===== src/rtl/inst_fetch.sv =====
// Instruction fetch: pc + 2-entry {pc,inst} FIFO, 1-cycle read-to-valid latency; fetch stalls when full without a pop.
// Redirect flushes and reloads pc; INST_FETCH_PERF_EN adds fetch_count/flush_count outputs.
module inst_fetch #(
    parameter logic [31:0] RESET_PC  = 32'h0,
    parameter int          MEM_WORDS = 256
) (
    input  logic        clk,
    input  logic        rst_n,
    input  logic        en,
    input  logic        redirect_valid,
    input  logic [31:0] redirect_pc,
    output logic [31:0] mem_addr,
    output logic        mem_re,
    input  logic [31:0] mem_rdata,
    output logic        inst_valid,
    input  logic        inst_ready,
    output logic [31:0] inst_data,
    output logic [31:0] inst_pc
`ifdef INST_FETCH_PERF_EN
    ,
    output logic [31:0] fetch_count,
    output logic [31:0] flush_count
`endif
);

    localparam logic [31:0] PC_MASK = 32'(MEM_WORDS * 4 - 1);

    typedef enum logic [1:0] {IDLE = 2'd0, RUN = 2'd1, FULL = 2'd2} state_t;

    typedef struct packed {
        logic [31:0] pc;
        logic [31:0] data;
    } entry_t;

    state_t      state, state_nxt;
    logic [31:0] pc;
    logic [31:0] last_addr;
    logic [1:0]  occ;
    entry_t      fifo0, fifo1, new_entry;
    logic        push, pop;
    logic [31:0] pc_word;
    logic [31:0] redirect_tgt;
    logic [1:0]  occ_nxt;

    assign pc_word      = pc >> 2;
    assign redirect_tgt = redirect_pc & ~32'h3 & PC_MASK;
    assign new_entry    = '{pc: pc, data: mem_rdata};

    assign inst_valid = (occ != 2'd0);
    assign inst_data  = fifo0.data;
    assign inst_pc    = fifo0.pc;

    // rst_n gates the read so mem_re is low throughout reset, not just after the first edge
    assign pop    = inst_valid && inst_ready && !redirect_valid;
    assign mem_re = rst_n && en && !redirect_valid &&
                    ((occ < 2'd2) || (occ == 2'd2 && pop));
    assign push   = mem_re;
    assign mem_addr = mem_re ? pc_word : last_addr;

    always_comb begin
        occ_nxt = occ;
        if (redirect_valid)
            occ_nxt = 2'd0;
        else if (push && !pop)
            occ_nxt = occ + 2'd1;
        else if (pop && !push)
            occ_nxt = occ - 2'd1;
    end

    always_comb begin
        state_nxt = state;
        if (!en)
            state_nxt = IDLE;
        else if (redirect_valid)
            state_nxt = RUN;
        else begin
            case (state)
                IDLE:    state_nxt = RUN;
                RUN:     if (occ_nxt == 2'd2 && !pop) state_nxt = FULL;
                FULL:    if (pop) state_nxt = RUN;
                default: state_nxt = IDLE;
            endcase
        end
    end

    always_ff @(posedge clk or negedge rst_n) begin
        if (!rst_n)
            state <= IDLE;
        else
            state <= state_nxt;
    end

    always_ff @(posedge clk or negedge rst_n) begin
        if (!rst_n) begin
            pc        <= RESET_PC;
            last_addr <= 32'h0;
            occ       <= 2'd0;
            fifo0     <= '0;
            fifo1     <= '0;
        end else begin
            occ <= occ_nxt;
            if (push)
                last_addr <= pc_word;
            if (redirect_valid) begin
                pc <= redirect_tgt;
            end else begin
                if (push)
                    pc <= (pc + 32'd4) & PC_MASK;
                // head is always fifo0; a pop shifts fifo1 down, a push fills the first free slot
                case ({push, pop})
                    2'b10: begin
                        if (occ == 2'd0) fifo0 <= new_entry;
                        else             fifo1 <= new_entry;
                    end
                    2'b01: fifo0 <= fifo1;
                    2'b11: begin
                        if (occ == 2'd1) begin
                            fifo0 <= new_entry;
                        end else begin
                            fifo0 <= fifo1;
                            fifo1 <= new_entry;
                        end
                    end
                    default: ;
                endcase
            end
        end
    end

`ifdef INST_FETCH_PERF_EN
    always_ff @(posedge clk or negedge rst_n) begin
        if (!rst_n) begin
            fetch_count <= 32'h0;
            flush_count <= 32'h0;
        end else begin
            if (push)
                fetch_count <= fetch_count + 32'd1;
            if (redirect_valid && inst_valid)
                flush_count <= flush_count + 32'd1;
        end
    end
`endif

endmodule

===== config.mk =====
export PLATFORM = sky130hd
export DESIGN_NAME = inst_fetch
export DESIGN_NICKNAME = d
export VERILOG_FILES = /design/src/rtl/inst_fetch.sv
export SDC_FILE = /design/constraint.sdc
export NUM_CORES = 1
export LEC_CHECK = 0
export ABC_AREA = 1
export BUFFER_PORTS_ARGS = -buffer_cell sky130_fd_sc_hd__buf_2
export CAP_MARGIN = 5
export CORE_AREA = 2 2 127 129
export CTS_BUF_LIST = sky130_fd_sc_hd__clkbuf_4 sky130_fd_sc_hd__clkbuf_8 sky130_fd_sc_hd__clkbuf_16
export CTS_CLUSTER_SIZE = 16
export DETAILED_ROUTE_END_ITERATION = 16
export DIE_AREA = 0 0 129 131
export HOLD_SLACK_MARGIN = 0.1
export PLACE_DENSITY = 0.66
export SYNTH_ARGS = -nofsm -noshare
export SYNTH_HDL_FRONTEND = slang
export SYNTH_SLANG_ARGS = --single-unit
export TNS_END_PERCENT = 50

===== constraint.sdc =====
create_clock -name clk -period 2.5 [get_ports clk]
set_input_delay 0.375 -clock clk [delete_from_list [all_inputs] [get_ports clk]]
set_output_delay 0.375 -clock clk [all_outputs]
set_load 0.05 [all_outputs]

## Yosys cells after proc, flatten, opt, wreduce, memory -nomap -nowiden

Cells that the tools add are included.

| operators by class | value |
|---|---|
| bitwise logic cells | 1 |
| muxes and demuxes | 12 |
| magnitude comparators | 1 |
| eq/ne operators | 8 |
| reduce and logical (&&, ||, !) cells | 20 |
| $add $sub $neg | 3 |

Operators by type and width:

| operator | count |
|---|---|
| $mux 64 | 4 |
| $pmux 64 s3 | 1 |
| $pmux 64 s2 | 1 |
| $mux 32 | 3 |
| $add 10x3->10 const B | 1 |
| $logic_and 1x1->1 | 8 |
| $eq 2x2->1 const B | 3 |
| $mux 2 | 3 |
| $ne 2x2->1 const B | 3 |
| $reduce_bool 2->1 | 3 |
| $reduce_bool 3->1 | 2 |
| $eq 2x1->1 const B | 2 |
| $reduce_and 4->1 | 1 |
| $logic_not 1->1 | 3 |
| $reduce_and 3->1 | 1 |
| $add 2x1->2 const B | 1 |
| $logic_not 2->1 | 1 |
| $lt 2x2->1 const B | 1 |
| $sub 2x1->2 const B | 1 |
| $logic_or 1x1->1 | 1 |
| $not 1->1 | 1 |

| storage, ports and cells | value |
|---|---|
| bits in registers | 194 |
| word-level logic and storage cells | 52 |
| output and inout bits | 98 |
| input bits | 69 |

## Logic depth before layout (Yosys ltp)

| logic depth | value |
|---|---|
| word-level depth | 11 |
| depth in mapped cells | 13 |
| gate-level depth less buffers | 10 |

## Least setup slack after synthesis

No wires, ideal clock.

| timing | value |
|---|---|
| path kind | register to output |
| from | register occ[1] |
| to | output port mem_addr[22] |
| required time | 2.125 ns |
| path buffers | 3 |
| data arrival time | 2.755 ns |
| path slack | -0.630 ns |
| stages on the path, launching flop included | 12 |
| path through | dfrtp_1 inv_1 clkbuf_1 ha_1 inv_2 nand4_1 nand2_1 nand2_1 inv_2 buf_2 buf_2 nor2_1 |

| on the way | value |
|---|---|
| word-level cells in the longest chain between the ends | 7 |
| elaborated cells between the ends (all ways) | 9 |
| classes of those cells | 1 x order compare; 1 x eq/ne; 1 x mux; 6 x reduce/logical |

Ends and longest elaborated chain:

| what | line | source |
|---|---|---|
| start: declaration | 38 | `logic [1:0] occ;` |
| start signal: assignment | 101 | `occ <= occ_nxt;` |
| $reduce_bool 2->1 | 49 | `assign inst_valid = (occ != 2'd0);` |
| named net inst_valid | 15 | `output logic inst_valid,` |
| $logic_and 1x1->1 (2 in series) | 54 | `assign pop = inst_valid && inst_ready && !redirect_valid;` |
| $logic_and 1x1->1 | 56 | `((occ < 2'd2) \|\| (occ == 2'd2 && pop));` |
| $logic_or 1x1->1 | 56 |  |
| $logic_and 1x1->1 | 55 | `assign mem_re = rst_n && en && !redirect_valid &&` |
| named net mem_re | 13 | `output logic mem_re,` |
| $mux 32 | 58 | `assign mem_addr = mem_re ? pc_word : last_addr;` |
| end: declaration | 12 | `output logic [31:0] mem_addr,` |

The timed path passes the listed nets, and every way through them passes these cells.

## Worst setup path after layout

| timing | value |
|---|---|
| from | register occ[1] |
| to | output port mem_addr[29] |

| on the way | value |
|---|---|
| word-level cells in the longest chain between the ends | 7 |
| elaborated cells between the ends (all ways) | 9 |
| classes of those cells | 1 x order compare; 1 x eq/ne; 1 x mux; 6 x reduce/logical |

Ends and longest elaborated chain:

| what | line |
|---|---|
| $reduce_bool 2->1 | 49 |
| $logic_and 1x1->1 (2 in series) | 54 |
| $logic_and 1x1->1 | 56 |
| $logic_or 1x1->1 (*) | 56 |
| $logic_and 1x1->1 (*) | 55 |
| $mux 32 (*) | 58 |

Every way passes the cells marked *; elsewhere a longest branch is shown, timed or not.

==> results by group <==
STA
  – Final worst hold slack: between 150 and 200 ps
  – Achievable frequency: 415 MHz
  – Slew at the pin with the worst max-slew slack: 778 ps
  – Worst slew margin: 0.481
  – Count of pins over their slew limit: 0
  – Tmin final: 2410 ps
  – Final clock period utilization by the worst path: 0.964
  – Final-report setup violation count: 0
  – Unrepaired setup endpoints after global routing: yes
  – Final hold violation count: 0
  – Worst clock skew: 5.40 ps

Placed design
  – Post-detailed-placement half-perimeter wirelength: about 11000 µm
  – Routability congestion estimate from global placement: 0.779
  – IO buf count: 120

Critical path
  – Required time of the critical path: 2120 ps
  – Critical Path Start Type: flop
  – Arrival time of the worst setup path: 2040 ps
  – Maximum net fanout on the critical path: 7
  – Capture point of the worst reg-to-reg path: fifo1[18]
  – Crit Reg-Reg Startpoint: occ[1]
  – Flop2flop setup slack: ~330 ps
  – Source of the critical timing path: occ[1]
  – Sort of element at the end of the critical path: primary output
  – Depth of the worst register-to-register path: 13
  – Capture point of the worst path: mem_addr[29]
  – Startpoint-to-endpoint class of the critical path: flop to primary output

Global route
  – Largest net degree at the start of global routing: 124
  – Antenna violations before repair: 1
  – Global-route wire length before repair: 28800 µm
  – Leftover overflow at the end of global routing: 0
  – All-layer global routing usage: 0.220
  – Vias in the first global route: 5816

Routing
  – Antenna-violating nets left: 0
  – Final WL: between 15000 and 20000 µm
  – Length of the first detailed-routing pass in iterations: 5
  – Residual DRC: 0
  – Vias/cell: 5.03
  – Vias post-DR: 6097
  – Wire length per cell: between 10 and 15 µm
  – Count of routing violations after the opening detailed-route iteration: approximately 520

Worst hold path
  – HP Class: primary input to flop
  – Min-delay src: redirect_pc[6]

Clock network
  – Total number of clock tree sinks: 123
  – TritonCTS clock tree: done
  – CTS H-Tree Depth: 4
  – Inserted Clock Buffers: 17
  – CTS Root Cell: sky130_fd_sc_hd__clkbuf_16
  – Worst-path clk slew: 50 ps
  – Maximum root-to-sink buffer count: 2
  – Clock insertion delay at the later pin of the skew report: 420 ps

Synthesis
  – Register area share after synthesis: 0.472
  – Cells after synthesis: between 800 and 900
  – Number of register bits inferred by synthesis: 123
  – Avg Inst Size Synth: approximately 7.5 µm²
  – Netlist Area Pre-Place: 6520 µm²
  – Predominant post-synthesis flop cell: sky130_fd_sc_hd__dfrtp_1
  – Number of unique standard cell types used by synthesis: 24
  – Number of enable-type register cells in the synthesized netlist: 0
  – Fraction of registers with async set or reset after synthesis: 1.00
  – Yosys warnings: 0

Finish
  – FF/Latch Area: 3080 µm²
  – Count of filler cells inserted in the layout: roughly 1500
  – Proportion of layout cells with a drive suffix above 1: 0.240
  – Synth-to-Final Area Change: 29.4%
  – Multi-input logic area: ~3200 µm²
  – Count of nets after finishing: 1056

Floorplanning
  – Die Footprint: 16900 µm²
  – Initial core utilization: 0.418
  – Die height: 131 µm
  – Placeable core area: 15600 µm²
  – DIE WIDTH: between 100 and 150 µm
  – IO Pins: ~170
  – Placement Rows: between 40 and 50

Pwr
  – Leakage: 4.38 nW
  – Worst supply voltage drop on vdd: 0.753 mV
  – Pwr/cell area: about 1200 nW/µm²
  – Total Power: 9.78 mW

Outcome
  – Result of the run: completed

Job
  – Max-cap viol count: 0
[metrics by stage]
| stage | utilization | setup TNS [ps] | cells | cell area, µm² | setup slack [ps] |
|---|---|---|---|---|---|
| 6_report | 0.541 | 0 | 1213 | 8440 | 88.8 |
| 5_1_grt | 0.541 | -17.1 | 1213 | 8440 | -10.9 |
| 4_1_cts | 0.539 | 0 | 1210 | 8400 | 21.4 |
| 3_5_place_dp | 0.483 | 0 | 1171 | 7530 | 220 |
| 3_3_place_gp | 0.483 | 0 | 1171 | 7530 | 262 |
| 2_1_floorplan | - | 0 | 894 | 6820 | 8.29 |
[worst max-delay path: stages (launching register included)]
cell and delay, ps:
sky130_fd_sc_hd__dfrtp_1 380, sky130_fd_sc_hd__clkinv_2 100, sky130_fd_sc_hd__ha_4 180, sky130_fd_sc_hd__inv_2 80, sky130_fd_sc_hd__nand4_1 100, sky130_fd_sc_hd__nand2_2 120
sky130_fd_sc_hd__nand2_4 120, sky130_fd_sc_hd__inv_8 120, sky130_fd_sc_hd__buf_6 160, sky130_fd_sc_hd__nor2_4 40, sky130_fd_sc_hd__clkbuf_4 200
[cell type report]
class,instances,share of cell area
repair buffers,157,0.131
clock inverters,12,0.0230
diodes,1,0.000297
flip-flops and latches,123,0.365
multi-input cells,641,0.375
inverters,43,0.0202
clock buffers,20,0.0546
well taps,216,0.0320
[layout by cell type, fill, tap and decap left out, types with 3 or more instances in the layout]
master and count:
sky130_fd_sc_hd__nand2_1 385, sky130_fd_sc_hd__o21ai_1 9, sky130_fd_sc_hd__bufinv_16 5, sky130_fd_sc_hd__clkbuf_16 17, sky130_fd_sc_hd__buf_4 50, sky130_fd_sc_hd__clkinv_2 5
sky130_fd_sc_hd__clkbuf_4 3, sky130_fd_sc_hd__o21ai_2 7, sky130_fd_sc_hd__nand3_1 123, sky130_fd_sc_hd__inv_1 34, sky130_fd_sc_hd__nor2_4 25, sky130_fd_sc_hd__buf_2 86
sky130_fd_sc_hd__nand4_1 4, sky130_fd_sc_hd__nand2_2 3, sky130_fd_sc_hd__inv_2 7, sky130_fd_sc_hd__o2111ai_1 40, sky130_fd_sc_hd__conb_1 22, sky130_fd_sc_hd__buf_12 6
sky130_fd_sc_hd__o211ai_1 5, sky130_fd_sc_hd__buf_6 11, sky130_fd_sc_hd__dfrtp_1 123, sky130_fd_sc_hd__xor2_1 5
[synth_stat cells (all sizes together), types with 2 or more instances]
library cell	n	share of area
xor2	5	0.0067
nand3	124	0.097
nor2	26	0.016
dfrtp	123	0.47
nand4	4	0.0038
inv	43	0.025
o21ai	18	0.014
o211ai	5	0.0058
nor3	2	0.0015
clkbuf	38	0.022
nand2	389	0.22
ha	4	0.0077
o2111ai	40	0.054
buf	49	0.047
[repair_timing]
action                                  in CTS  in global routing
gates cloned                                 1                  0
endpoints found under the setup margin      30                 32
pin swaps                                    2                  1
setup buffers                                6                  1
hold buffers                                 0                  1
resized for setup                           49                  6
endpoints found under the hold margin        0                  8
[sequential cells by signal, indices dropped and copies added, names as in the netlist]
name	flops
fifo1	40
inst_data	32
last_addr	32
inst_pc	9
pc	8
occ	2
[worst min path at each step]
stage,endpoint,slack (ps),cells past startpoint
after CTS,inst_data[5],120,2
final,pc[6],180,3
after global placement,last_addr[4],450,2
after detailed placement,last_addr[4],450,2
after global routing,pc[6],190,3
after floorplan,fifo1[0],80,0
[report_power, final]
group / total, mW / switching, mW / internal [mW]
clock network: 2.72 / 0.897 / 1.82
registers: 3.11 / 0.430 / 2.68
logic: 3.95 / 2.91 / 1.04
total: 9.78 / 4.23 / 5.55
[cell families (layout without fill, tap and decap cells)]
logic type | Yosys count | after routing | synth area share
AND/OR/NAND/NOR | 546 | 546 | 0.344
buffers and inverters | 130 | 232 | 0.0935
flip-flops | 123 | 123 | 0.472
AO/OA/AOI/OAI | 64 | 64 | 0.0758
XOR/XNOR | 5 | 5 | 0.00672
adder cells (fa/ha/maj) | 4 | 4 | 0.00768
other | 1 | 23 | 0.000575
[per-layer routing]
metal / wire (µm) / GRT usage / up-vias
met5: 0 / 0 / -
met4: 346 / 0.0991 / 0
met3: 1260 / 0.0619 / 28
met2: 8530 / 0.354 / 227
met1: 7850 / 0.277 / 2835
li1: - / - / 3007
No activity file was read; power rests on OpenSTA's default activity.
